### src/rtl/bus_arb_if.sv
// Shared bus bundle for the two-master arbiter: data (D) and instruction (I) master
// ports, the shared slave port and the grant vector, named from the arbiter's side.
`default_nettype none

interface bus_arb_if;
  logic [31:0] adrD_i, datD_i, datD_o;
  logic        wenD_i, stbD_i, cycD_i;
  logic [3:0]  selD_i;
  logic        ackD_o, errD_o, rtyD_o;

  logic [31:0] adrI_i, datI_i, datI_o;
  logic        wenI_i, stbI_i, cycI_i;
  logic [3:0]  selI_i;
  logic        ackI_o, errI_o, rtyI_o;

  logic [31:0] adr_o, dat_o, dat_i;
  logic        wen_o, stb_o, cyc_o;
  logic [3:0]  sel_o;
  logic        ack_i, err_i, rty_i;

  logic [1:0]  gnt_o;

  // Arbiter view
  modport slave (
    input  adrD_i, datD_i, wenD_i, stbD_i, cycD_i, selD_i,
    output datD_o, ackD_o, errD_o, rtyD_o,
    input  adrI_i, datI_i, wenI_i, stbI_i, cycI_i, selI_i,
    output datI_o, ackI_o, errI_o, rtyI_o,
    output adr_o, dat_o, wen_o, stb_o, cyc_o, sel_o,
    input  dat_i, ack_i, err_i, rty_i,
    output gnt_o
  );

  // Environment view (masters plus shared slave)
  modport master (
    output adrD_i, datD_i, wenD_i, stbD_i, cycD_i, selD_i,
    input  datD_o, ackD_o, errD_o, rtyD_o,
    output adrI_i, datI_i, wenI_i, stbI_i, cycI_i, selI_i,
    input  datI_o, ackI_o, errI_o, rtyI_o,
    input  adr_o, dat_o, wen_o, stb_o, cyc_o, sel_o,
    output dat_i, ack_i, err_i, rty_i,
    input  gnt_o
  );
endinterface

`default_nettype wire

### src/rtl/bus_arb.sv
// Two-master (data/instruction) bus arbiter with alternating priority, cycle-long
// ownership and a watchdog that forces an error on a stalled slave.
`default_nettype none

module bus_arb #(
  parameter int TIMEOUT = 15
) (
  input  logic      clk,
  input  logic      reset,
  bus_arb_if.slave  bus
);

  localparam logic [1:0] c_IDLE  = 2'd0;
  localparam logic [1:0] c_GNT_D = 2'd1;
  localparam logic [1:0] c_GNT_I = 2'd2;

  logic [1:0] r_state, w_next;
  logic       r_last_d;
  logic [7:0] r_wdog;
  logic       w_stb, w_cyc, w_resp, w_timeout;

  always_comb begin
    w_stb = 1'b0;
    w_cyc = 1'b0;
    case (r_state)
      c_GNT_D: begin w_stb = bus.stbD_i; w_cyc = bus.cycD_i; end
      c_GNT_I: begin w_stb = bus.stbI_i; w_cyc = bus.cycI_i; end
      default: ;
    endcase
  end

  assign w_resp    = bus.ack_i | bus.err_i | bus.rty_i;
  assign w_timeout = (r_state != c_IDLE) && (r_wdog == 8'(TIMEOUT));

  always_ff @(posedge clk or posedge reset) begin
    if (reset) r_state <= c_IDLE;
    else       r_state <= w_next;
  end

  always_comb begin
    w_next = r_state;
    case (r_state)
      c_IDLE: begin
        // On contention the master not served most recently wins
        if (bus.cycD_i && bus.cycI_i) w_next = r_last_d ? c_GNT_I : c_GNT_D;
        else if (bus.cycD_i)          w_next = c_GNT_D;
        else if (bus.cycI_i)          w_next = c_GNT_I;
      end
      c_GNT_D, c_GNT_I: if (!w_cyc) w_next = c_IDLE;
      default: w_next = c_IDLE;
    endcase
  end

  always_ff @(posedge clk or posedge reset) begin
    if (reset) begin
      r_last_d <= 1'b0;
      r_wdog   <= 8'd0;
    end else begin
      if (r_state == c_IDLE && w_next == c_GNT_D)      r_last_d <= 1'b1;
      else if (r_state == c_IDLE && w_next == c_GNT_I) r_last_d <= 1'b0;

      if (r_state == c_IDLE || w_timeout || w_resp) r_wdog <= 8'd0;
      else if (w_stb)                               r_wdog <= r_wdog + 8'd1;
    end
  end

  always_comb begin
    bus.gnt_o  = 2'b00;
    bus.adr_o  = 32'd0;
    bus.dat_o  = 32'd0;
    bus.wen_o  = 1'b0;
    bus.sel_o  = 4'd0;
    bus.stb_o  = 1'b0;
    bus.cyc_o  = 1'b0;
    bus.datD_o = 32'd0;
    bus.ackD_o = 1'b0;
    bus.errD_o = 1'b0;
    bus.rtyD_o = 1'b0;
    bus.datI_o = 32'd0;
    bus.ackI_o = 1'b0;
    bus.errI_o = 1'b0;
    bus.rtyI_o = 1'b0;
    case (r_state)
      c_GNT_D: begin
        bus.gnt_o  = 2'b10;
        bus.adr_o  = bus.adrD_i;
        bus.dat_o  = bus.datD_i;
        bus.wen_o  = bus.wenD_i;
        bus.sel_o  = bus.selD_i;
        bus.stb_o  = bus.stbD_i & ~w_timeout;
        bus.cyc_o  = bus.cycD_i;
        bus.datD_o = bus.dat_i;
        bus.ackD_o = bus.ack_i & ~w_timeout;
        bus.errD_o = bus.err_i | w_timeout;
        bus.rtyD_o = bus.rty_i;
      end
      c_GNT_I: begin
        bus.gnt_o  = 2'b01;
        bus.adr_o  = bus.adrI_i;
        bus.dat_o  = bus.datI_i;
        bus.wen_o  = bus.wenI_i;
        bus.sel_o  = bus.selI_i;
        bus.stb_o  = bus.stbI_i & ~w_timeout;
        bus.cyc_o  = bus.cycI_i;
        bus.datI_o = bus.dat_i;
        bus.ackI_o = bus.ack_i & ~w_timeout;
        bus.errI_o = bus.err_i | w_timeout;
        bus.rtyI_o = bus.rty_i;
      end
      default: ;
    endcase
  end

endmodule

`default_nettype wire

### src/flat_wrapper.sv
// flat-port wrapper written by rule: the top's interface ports become plain ports
module bus_arb_flat 
#(
  parameter int TIMEOUT = 15
)
  (clk, reset, bus_adrD_i, bus_datD_i, bus_wenD_i, bus_stbD_i, bus_cycD_i, bus_selD_i, bus_datD_o, bus_ackD_o, bus_errD_o, bus_rtyD_o, bus_adrI_i, bus_datI_i, bus_wenI_i, bus_stbI_i, bus_cycI_i, bus_selI_i, bus_datI_o, bus_ackI_o, bus_errI_o, bus_rtyI_o, bus_adr_o, bus_dat_o, bus_wen_o, bus_stb_o, bus_cyc_o, bus_sel_o, bus_dat_i, bus_ack_i, bus_err_i, bus_rty_i, bus_gnt_o);
  bus_arb_if bus_i ();
  input  logic clk;
  input  logic reset;
  input wire logic [$bits(bus_i.adrD_i)-1:0] bus_adrD_i;
  input wire logic [$bits(bus_i.datD_i)-1:0] bus_datD_i;
  input wire logic [$bits(bus_i.wenD_i)-1:0] bus_wenD_i;
  input wire logic [$bits(bus_i.stbD_i)-1:0] bus_stbD_i;
  input wire logic [$bits(bus_i.cycD_i)-1:0] bus_cycD_i;
  input wire logic [$bits(bus_i.selD_i)-1:0] bus_selD_i;
  output wire logic [$bits(bus_i.datD_o)-1:0] bus_datD_o;
  output wire logic [$bits(bus_i.ackD_o)-1:0] bus_ackD_o;
  output wire logic [$bits(bus_i.errD_o)-1:0] bus_errD_o;
  output wire logic [$bits(bus_i.rtyD_o)-1:0] bus_rtyD_o;
  input wire logic [$bits(bus_i.adrI_i)-1:0] bus_adrI_i;
  input wire logic [$bits(bus_i.datI_i)-1:0] bus_datI_i;
  input wire logic [$bits(bus_i.wenI_i)-1:0] bus_wenI_i;
  input wire logic [$bits(bus_i.stbI_i)-1:0] bus_stbI_i;
  input wire logic [$bits(bus_i.cycI_i)-1:0] bus_cycI_i;
  input wire logic [$bits(bus_i.selI_i)-1:0] bus_selI_i;
  output wire logic [$bits(bus_i.datI_o)-1:0] bus_datI_o;
  output wire logic [$bits(bus_i.ackI_o)-1:0] bus_ackI_o;
  output wire logic [$bits(bus_i.errI_o)-1:0] bus_errI_o;
  output wire logic [$bits(bus_i.rtyI_o)-1:0] bus_rtyI_o;
  output wire logic [$bits(bus_i.adr_o)-1:0] bus_adr_o;
  output wire logic [$bits(bus_i.dat_o)-1:0] bus_dat_o;
  output wire logic [$bits(bus_i.wen_o)-1:0] bus_wen_o;
  output wire logic [$bits(bus_i.stb_o)-1:0] bus_stb_o;
  output wire logic [$bits(bus_i.cyc_o)-1:0] bus_cyc_o;
  output wire logic [$bits(bus_i.sel_o)-1:0] bus_sel_o;
  input wire logic [$bits(bus_i.dat_i)-1:0] bus_dat_i;
  input wire logic [$bits(bus_i.ack_i)-1:0] bus_ack_i;
  input wire logic [$bits(bus_i.err_i)-1:0] bus_err_i;
  input wire logic [$bits(bus_i.rty_i)-1:0] bus_rty_i;
  output wire logic [$bits(bus_i.gnt_o)-1:0] bus_gnt_o;
  assign bus_i.adrD_i = bus_adrD_i;
  assign bus_i.datD_i = bus_datD_i;
  assign bus_i.wenD_i = bus_wenD_i;
  assign bus_i.stbD_i = bus_stbD_i;
  assign bus_i.cycD_i = bus_cycD_i;
  assign bus_i.selD_i = bus_selD_i;
  assign bus_datD_o = bus_i.datD_o;
  assign bus_ackD_o = bus_i.ackD_o;
  assign bus_errD_o = bus_i.errD_o;
  assign bus_rtyD_o = bus_i.rtyD_o;
  assign bus_i.adrI_i = bus_adrI_i;
  assign bus_i.datI_i = bus_datI_i;
  assign bus_i.wenI_i = bus_wenI_i;
  assign bus_i.stbI_i = bus_stbI_i;
  assign bus_i.cycI_i = bus_cycI_i;
  assign bus_i.selI_i = bus_selI_i;
  assign bus_datI_o = bus_i.datI_o;
  assign bus_ackI_o = bus_i.ackI_o;
  assign bus_errI_o = bus_i.errI_o;
  assign bus_rtyI_o = bus_i.rtyI_o;
  assign bus_adr_o = bus_i.adr_o;
  assign bus_dat_o = bus_i.dat_o;
  assign bus_wen_o = bus_i.wen_o;
  assign bus_stb_o = bus_i.stb_o;
  assign bus_cyc_o = bus_i.cyc_o;
  assign bus_sel_o = bus_i.sel_o;
  assign bus_i.dat_i = bus_dat_i;
  assign bus_i.ack_i = bus_ack_i;
  assign bus_i.err_i = bus_err_i;
  assign bus_i.rty_i = bus_rty_i;
  assign bus_gnt_o = bus_i.gnt_o;
  bus_arb #(.TIMEOUT(TIMEOUT)) u_core (.clk(clk), .reset(reset), .bus(bus_i));
endmodule
### config.mk
export PLATFORM = sky130hd
export DESIGN_NAME = bus_arb_flat
export DESIGN_NICKNAME = d
export VERILOG_FILES = /design/src/rtl/bus_arb_if.sv /design/src/rtl/bus_arb.sv /design/src/flat_wrapper.sv
export SDC_FILE = /design/constraint.sdc
export NUM_CORES = 1
export LEC_CHECK = 0
export CAP_MARGIN = 20
export CELL_PAD_IN_SITES_DETAIL_PLACEMENT = 0
export CELL_PAD_IN_SITES_GLOBAL_PLACEMENT = 1
export CORE_UTILIZATION = 13
export DETAILED_ROUTE_END_ITERATION = 7
export GPL_ROUTABILITY_DRIVEN = 0
export HOLD_SLACK_MARGIN = 0.15
export PLACE_DENSITY = 0.8
export SLEW_MARGIN = 20
export SYNTH_ARGS = -nofsm -noshare
export SYNTH_HDL_FRONTEND = slang
export SYNTH_SLANG_ARGS = --single-unit
### constraint.sdc
create_clock -name clk -period 2.2 [get_ports clk]
set_clock_uncertainty 0.1 [all_clocks]
set_input_delay 0.66 -clock clk [delete_from_list [all_inputs] [get_ports clk]]
set_output_delay 0.66 -clock clk [all_outputs]
set_load 0.1 [all_outputs]
## After elaboration in Yosys (flattened, before gate mapping)

Cells that the tools add are included.

- Flip-flop bits (word level): 11
- Bits of input ports: 179
- Output and inout bits: 143

- Add/subtract/negate cells: 1
- Equal/unequal tests: 5
- Muxes and demuxes: 26
- Bitwise operators: 7
- Reductions and logical operators: 11

Operators by type and width:

| operator | count |
|---|---|
| 32-bit case mux with 2 select lines | 2 |
| 32-bit 2-to-1 mux | 2 |
| 8-bit 2-to-1 mux | 2 |
| 2-bit 2-to-1 mux | 5 |
| 8-bit by 1-bit adder with 8-bit output (second input constant) | 1 |
| 8-bit by 4-bit == test with 1-bit output (second input constant) | 1 |
| 1-bit 2-to-1 mux | 8 |
| 1-bit case mux with 2 select lines | 4 |
| 2-bit case mux with 2 select lines | 2 |
| 4-bit case mux with 2 select lines | 1 |
| 2-bit nonzero test | 3 |
| 2-bit by 1-bit == test with 1-bit output (second input constant) | 2 |
| 2-bit == test (second input constant) | 2 |
| 1-bit logical AND | 4 |
| 1-bit AND | 3 |
| 1-bit bitwise OR | 3 |
| 2-bit logical NOT | 1 |
| 1-bit logical OR | 2 |
| 2-bit OR reduction | 1 |
| 1-bit NOT | 1 |

## Depth between registers and ports, before layout

- Word-level depth: 8
- Gate-level depth with buffers: 8
- Depth with buffers taken out: 6

## Least setup slack after synthesis

OpenSTA, ideal clock, no wires.

- Path type: reg2out
- Start point: register u_core.r_state[0]
- End point: output port bus_stb_o
- Arrival: 3.551 ns
- Required time: 1.440 ns
- Path slack: -2.111 ns
- Cell stages (with the launch flop): 6
- Path through: dfrtp_1 -> inv_1 -> ha_1 -> clkbuf_1 -> clkbuf_1 -> nor3b_1

- Cells in the longest elaborated chain, start to end: 5
- Elaborated cells between the ends (all ways): 8
- Those cells by class: eq/ne: 2; mux: 1; bitwise: 3; reduce/logical: 2

Ends and longest elaborated chain:

| item | line | RTL |
|---|---|---|
| start, declared | bus_arb.sv:17 | `logic [1:0] r_state, w_next;` |
| start signal, assigned | bus_arb.sv:36 | `if (reset) r_state <= c_IDLE;` |
| start signal, assigned | bus_arb.sv:37 | `else r_state <= w_next;` |
| 2-bit nonzero test | bus_arb.sv:33 | `assign w_timeout = (r_state != c_IDLE) && (r_wdog == 8'(TIMEOUT));` |
| 1-bit logical AND | bus_arb.sv:33 |  |
| 1-bit NOT | bus_arb.sv:90, bus_arb.sv:103 |  |
| 1-bit AND, on equally long branches | bus_arb.sv:103, bus_arb.sv:90 |  |
| 1-bit case mux with 2 select lines (*) | bus_arb.sv:83 | `case (r_state)` |
| end, declared | flat_wrapper.sv:33 | `output wire logic [$bits(bus_i.stb_o)-1:0] bus_stb_o;` |

Every way passes the cells marked *; elsewhere a longest branch is shown, timed or not.

## Worst setup path after layout

- Start point: register u_core.r_state[0]
- End point: output port bus_adr_o[0]

- Cells in the longest elaborated chain, start to end: 2
- Elaborated cells between the ends (all ways): 3
- Those cells by class: eq/ne: 2; mux: 1

Ends and longest elaborated chain:

| item | line | RTL |
|---|---|---|
| 2-bit == test or 2-bit by 1-bit == test with 1-bit output (tied branches) | bus_arb.sv:83 |  |
| 32-bit case mux with 2 select lines (*) | bus_arb.sv:83 |  |
| end, declared | flat_wrapper.sv:30 | `output wire logic [$bits(bus_i.adr_o)-1:0] bus_adr_o;` |

Marks and branches as above.

==> impl_metrics.env <==
export IMPL_core_rowCount=48
export IMPL_postRouteWirelength_um=16400
export IMPL_power_density_nw_per_um2=1550
export IMPL_drt_iter0_markers=65
export IMPL_synth_cell_types=36
export IMPL_run_status="finished, violations left"
export IMPL_grt_pass1_wl_um=23000
export IMPL_p_clk_share_pct=2.3
export IMPL_postCtsHoldBufs=0
export IMPL_max_vdd_ir_drop_uv=845
export IMPL_clock_root_buffer="clkbuf_16"
export IMPL_cp_max_fo=8
export IMPL_first_pass_iters=4
export IMPL_numPlacedInstances=916
export IMPL_antenna_found_initial=0
export IMPL_cts_made_buffers=3
export IMPL_synth_avg_cell_area_um2=7.06
export IMPL_nFillCells=1440
export IMPL_crit_cells=7
export IMPL_viasPerCell=4.20
export IMPL_reg2reg_to="u_core.r_last_d"
export IMPL_start_util_pct=13.3
export IMPL_clk_insertion_delay_late_ns=0.24
export IMPL_max_freq_mhz=392
export IMPL_ys_warn_count=0
export IMPL_nets=910
export IMPL_rsz0062_at_grt="yes"
export IMPL_fin_ws_ns=-0.351
export IMPL_slew_headroom_pct=70.6
export IMPL_switching_power_w=0.00796
export IMPL_synthAdderAreaFrac_pct=3.80
export IMPL_synthSimpleGateAreaFrac_pct=45.9
export IMPL_r2r_start="u_core.r_state[0]"
export IMPL_critPathLaunchType="flop"
export IMPL_tightest_slew_ns=0.441
export IMPL_cellLeakagePower_nw=3.75
export IMPL_synth_top_family_by_area="simple AND/OR/NAND/NOR gates"
export IMPL_clk_pin_slew_ns=0.04
export IMPL_grt_pass1_vias=4107
export IMPL_rr_worst_depth=10
export IMPL_p_sw_share_pct=53.9
export IMPL_ys_flop_type="dfrtp_1"
export IMPL_synth_cells=326
export IMPL_hold_class="reg -> reg"
export IMPL_ios=322
export IMPL_max_cap_violations=0
export IMPL_critPathKind="reg -> out"
export IMPL_syn_to_final_growth_pct=315
export IMPL_period_share_pct=116
export IMPL_setup_viol=141
export IMPL_hpwl_um=12000
export IMPL_cp_common_cell="buf_12"
export IMPL_clockBufferDepth=2
export IMPL_cts_sinks=11
export IMPL_required_ns=1.44
export IMPL_synthXorXnorAreaFrac_pct=1.90
export IMPL_die_height_um=135
export IMPL_htree_levels=1
export IMPL_seqPwrFrac_pct=1.8
export IMPL_synth_fp_nets=512
export IMPL_final_hold_viol_count=0
export IMPL_n_antenna_cell=0
export IMPL_synth_compound_area_share_pct=29.6
export IMPL_violations="negative setup slack"
export IMPL_synth_edf_count=0
export IMPL_cp_arrival_ns=1.79
export IMPL_internal_power_w=0.00681
export IMPL_regArea_um2=277
export IMPL_core_area_um2=17300
export IMPL_wl_per_cell_um=17.3
export IMPL_hp_start="u_core.r_wdog[5]"
export IMPL_die_w_um=135
export IMPL_final_cell_mix="clkdlybuf4s50_1 (177), buf_12 (157), nor2b_4 (70)"
export IMPL_critical_path_max_stage_delay_ns=0.41
export IMPL_layout_min_cycle_time_ns=2.55
export IMPL_port_buffers=321
export IMPL_ys_seq_area_share_pct=12.0
export IMPL_slew_viol_final=0
export IMPL_hold_depth=3
export IMPL_final_common_cell="clkdlybuf4s50_1"
export IMPL_total_power_w=0.0148
export IMPL_grt_usage_pct=16.3
export IMPL_utilization_pct=55.2
export IMPL_ys_ff_latch=11
export IMPL_path_cells="inv_2 > ha_4 > buf_12 > buf_12 > a22oi_2 > nor2b_4 > buf_12"
export IMPL_grt_ovfl_total=0
export IMPL_vias=3980
export IMPL_drcViolationCount=0
export IMPL_antenna_left=0
export IMPL_cp_slowest_cell="dfrtp_1"
export IMPL_die_area_um2=18200
export IMPL_critPathBufInv=4
export IMPL_crit_family="buffers and inverters"
export IMPL_combPwrFrac_pct=95.9
export IMPL_syn_cell_area_um2=2300
export IMPL_cts_tree="built"
export IMPL_muxShareOfSynthArea_pct=0.435
export IMPL_hold_path_end="u_core.r_wdog[5]"
export IMPL_layout_drive_gt1_share_pct=63.3
export IMPL_grt_max_degree=20
export IMPL_stdcell_count=948
export IMPL_multiInputGateArea_um2=2930
export IMPL_r2r_slack_ns=0.07
export IMPL_end_kind="primary output"
export IMPL_async_flop_share_pct=100
synth_stat cells, types with 2 or more instances:
| library cell | number | area (um^2) |
|---|---|---|
| a21oi_1 | 5 | 25.0 |
| a22o_1 | 2 | 17.5 |
| a22oi_1 | 72 | 541 |
| and2_1 | 67 | 419 |
| and3b_1 | 2 | 17.5 |
| buf_1 | 3 | 11.3 |
| buf_2 | 4 | 20.0 |
| clkbuf_1 | 26 | 97.6 |
| dfrtp_1 | 11 | 275 |
| ha_1 | 7 | 87.6 |
| inv_1 | 5 | 18.8 |
| nand2_1 | 5 | 18.8 |
| nand3_1 | 7 | 35.0 |
| nand4_1 | 2 | 12.5 |
| nor2_1 | 9 | 33.8 |
| nor2b_1 | 70 | 438 |
| o21a_1 | 3 | 22.5 |
| o21ai_0 | 3 | 15.0 |
| or4_1 | 2 | 15.0 |
| xor2_1 | 5 | 43.8 |
cell type report:
type	count	area share, %
repair buffers	426	62.4
multi-input cells	277	30.7
well taps	225	2.95
flip-flops and latches	11	2.89
clock buffers	4	0.825
inverters	5	0.223
per-stage QoR:
stage               worst slack (ns)  hold WS, ns  setup TNS [ns]  area, um^2
global placement              -0.366        0.511          -13.36        8590
global route                  -0.413        0.556          -43.44        9550
CTS                           -0.356        0.538          -35.34        9270
detailed placement            -0.353        0.523          -14.34        8590
floorplan                     -0.613        0.412          -24.76        3220
finish                        -0.351        0.529          -34.11        9550
power groups by stage:
stage	Combinational, W	Sequential (W)	Clock [W]
after global placement	0.0126	0.000265	0
after CTS	0.0136	0.000268	0.000340
after detailed placement	0.0127	0.000265	0
after global routing	0.0146	0.000272	0.000350
after floorplan	0.00820	0.000267	0
final	0.0142	0.000268	0.000335
what timing repair did:
item,4_1_cts,5_1_grt
resized for setup,89,28
gates cloned,6,7
pin swaps,40,8
setup endpoints to repair,141,141
setup buffers,11,9
sequential cells by signal, indices dropped and copies added, names as in the netlist:
signal           cells
u_core.r_last_d      1
u_core.r_state       2
u_core.r_wdog        8
layer usage:
layer	GRT usage [%]	part of all wire, %	vias up
li1	-	-	1957
met1	18.7	39	1863
met2	32.0	55	154
met3	2.63	6.0	6
met4	1.81	0.31	0
met5	0	0	-
worst max path at each step:
stage	start	to	slack, ns
3_5_place_dp	bus_selD_i[2]	bus_sel_o[2]	-0.35
6_report	u_core.r_state[0]	bus_adr_o[0]	-0.35
4_1_cts	u_core.r_wdog[7]	bus_stb_o	-0.36
5_1_grt	u_core.r_wdog[7]	bus_stb_o	-0.41
2_1_floorplan	u_core.r_state[0]	bus_stb_o	-0.61
3_3_place_gp	bus_selD_i[2]	bus_sel_o[2]	-0.37
kinds of logic (layout without fill, tap and decap cells):
| family | after synthesis | count (layout) |
|---|---|---|
| compound gates | 93 | 93 |
| flops | 11 | 11 |
| fa+ha+maj | 7 | 7 |
| mux | 1 | 1 |
| xor+xnor | 5 | 5 |
| buf+inv | 38 | 435 |
| simple gates | 171 | 171 |
worst register-to-register path: stages, from the launching register on:
cell and delay (ns):
dfrtp_1 0.41, inv_2 0.14, ha_4 0.24, buf_4 0.14, buf_8 0.12, buf_16 0.12, buf_4 0.11, o21a_1 0.11
o22ai_1 0.08, a2111oi_1 0.34, a211oi_1 0.08
(Power assumes the default switching activity.)
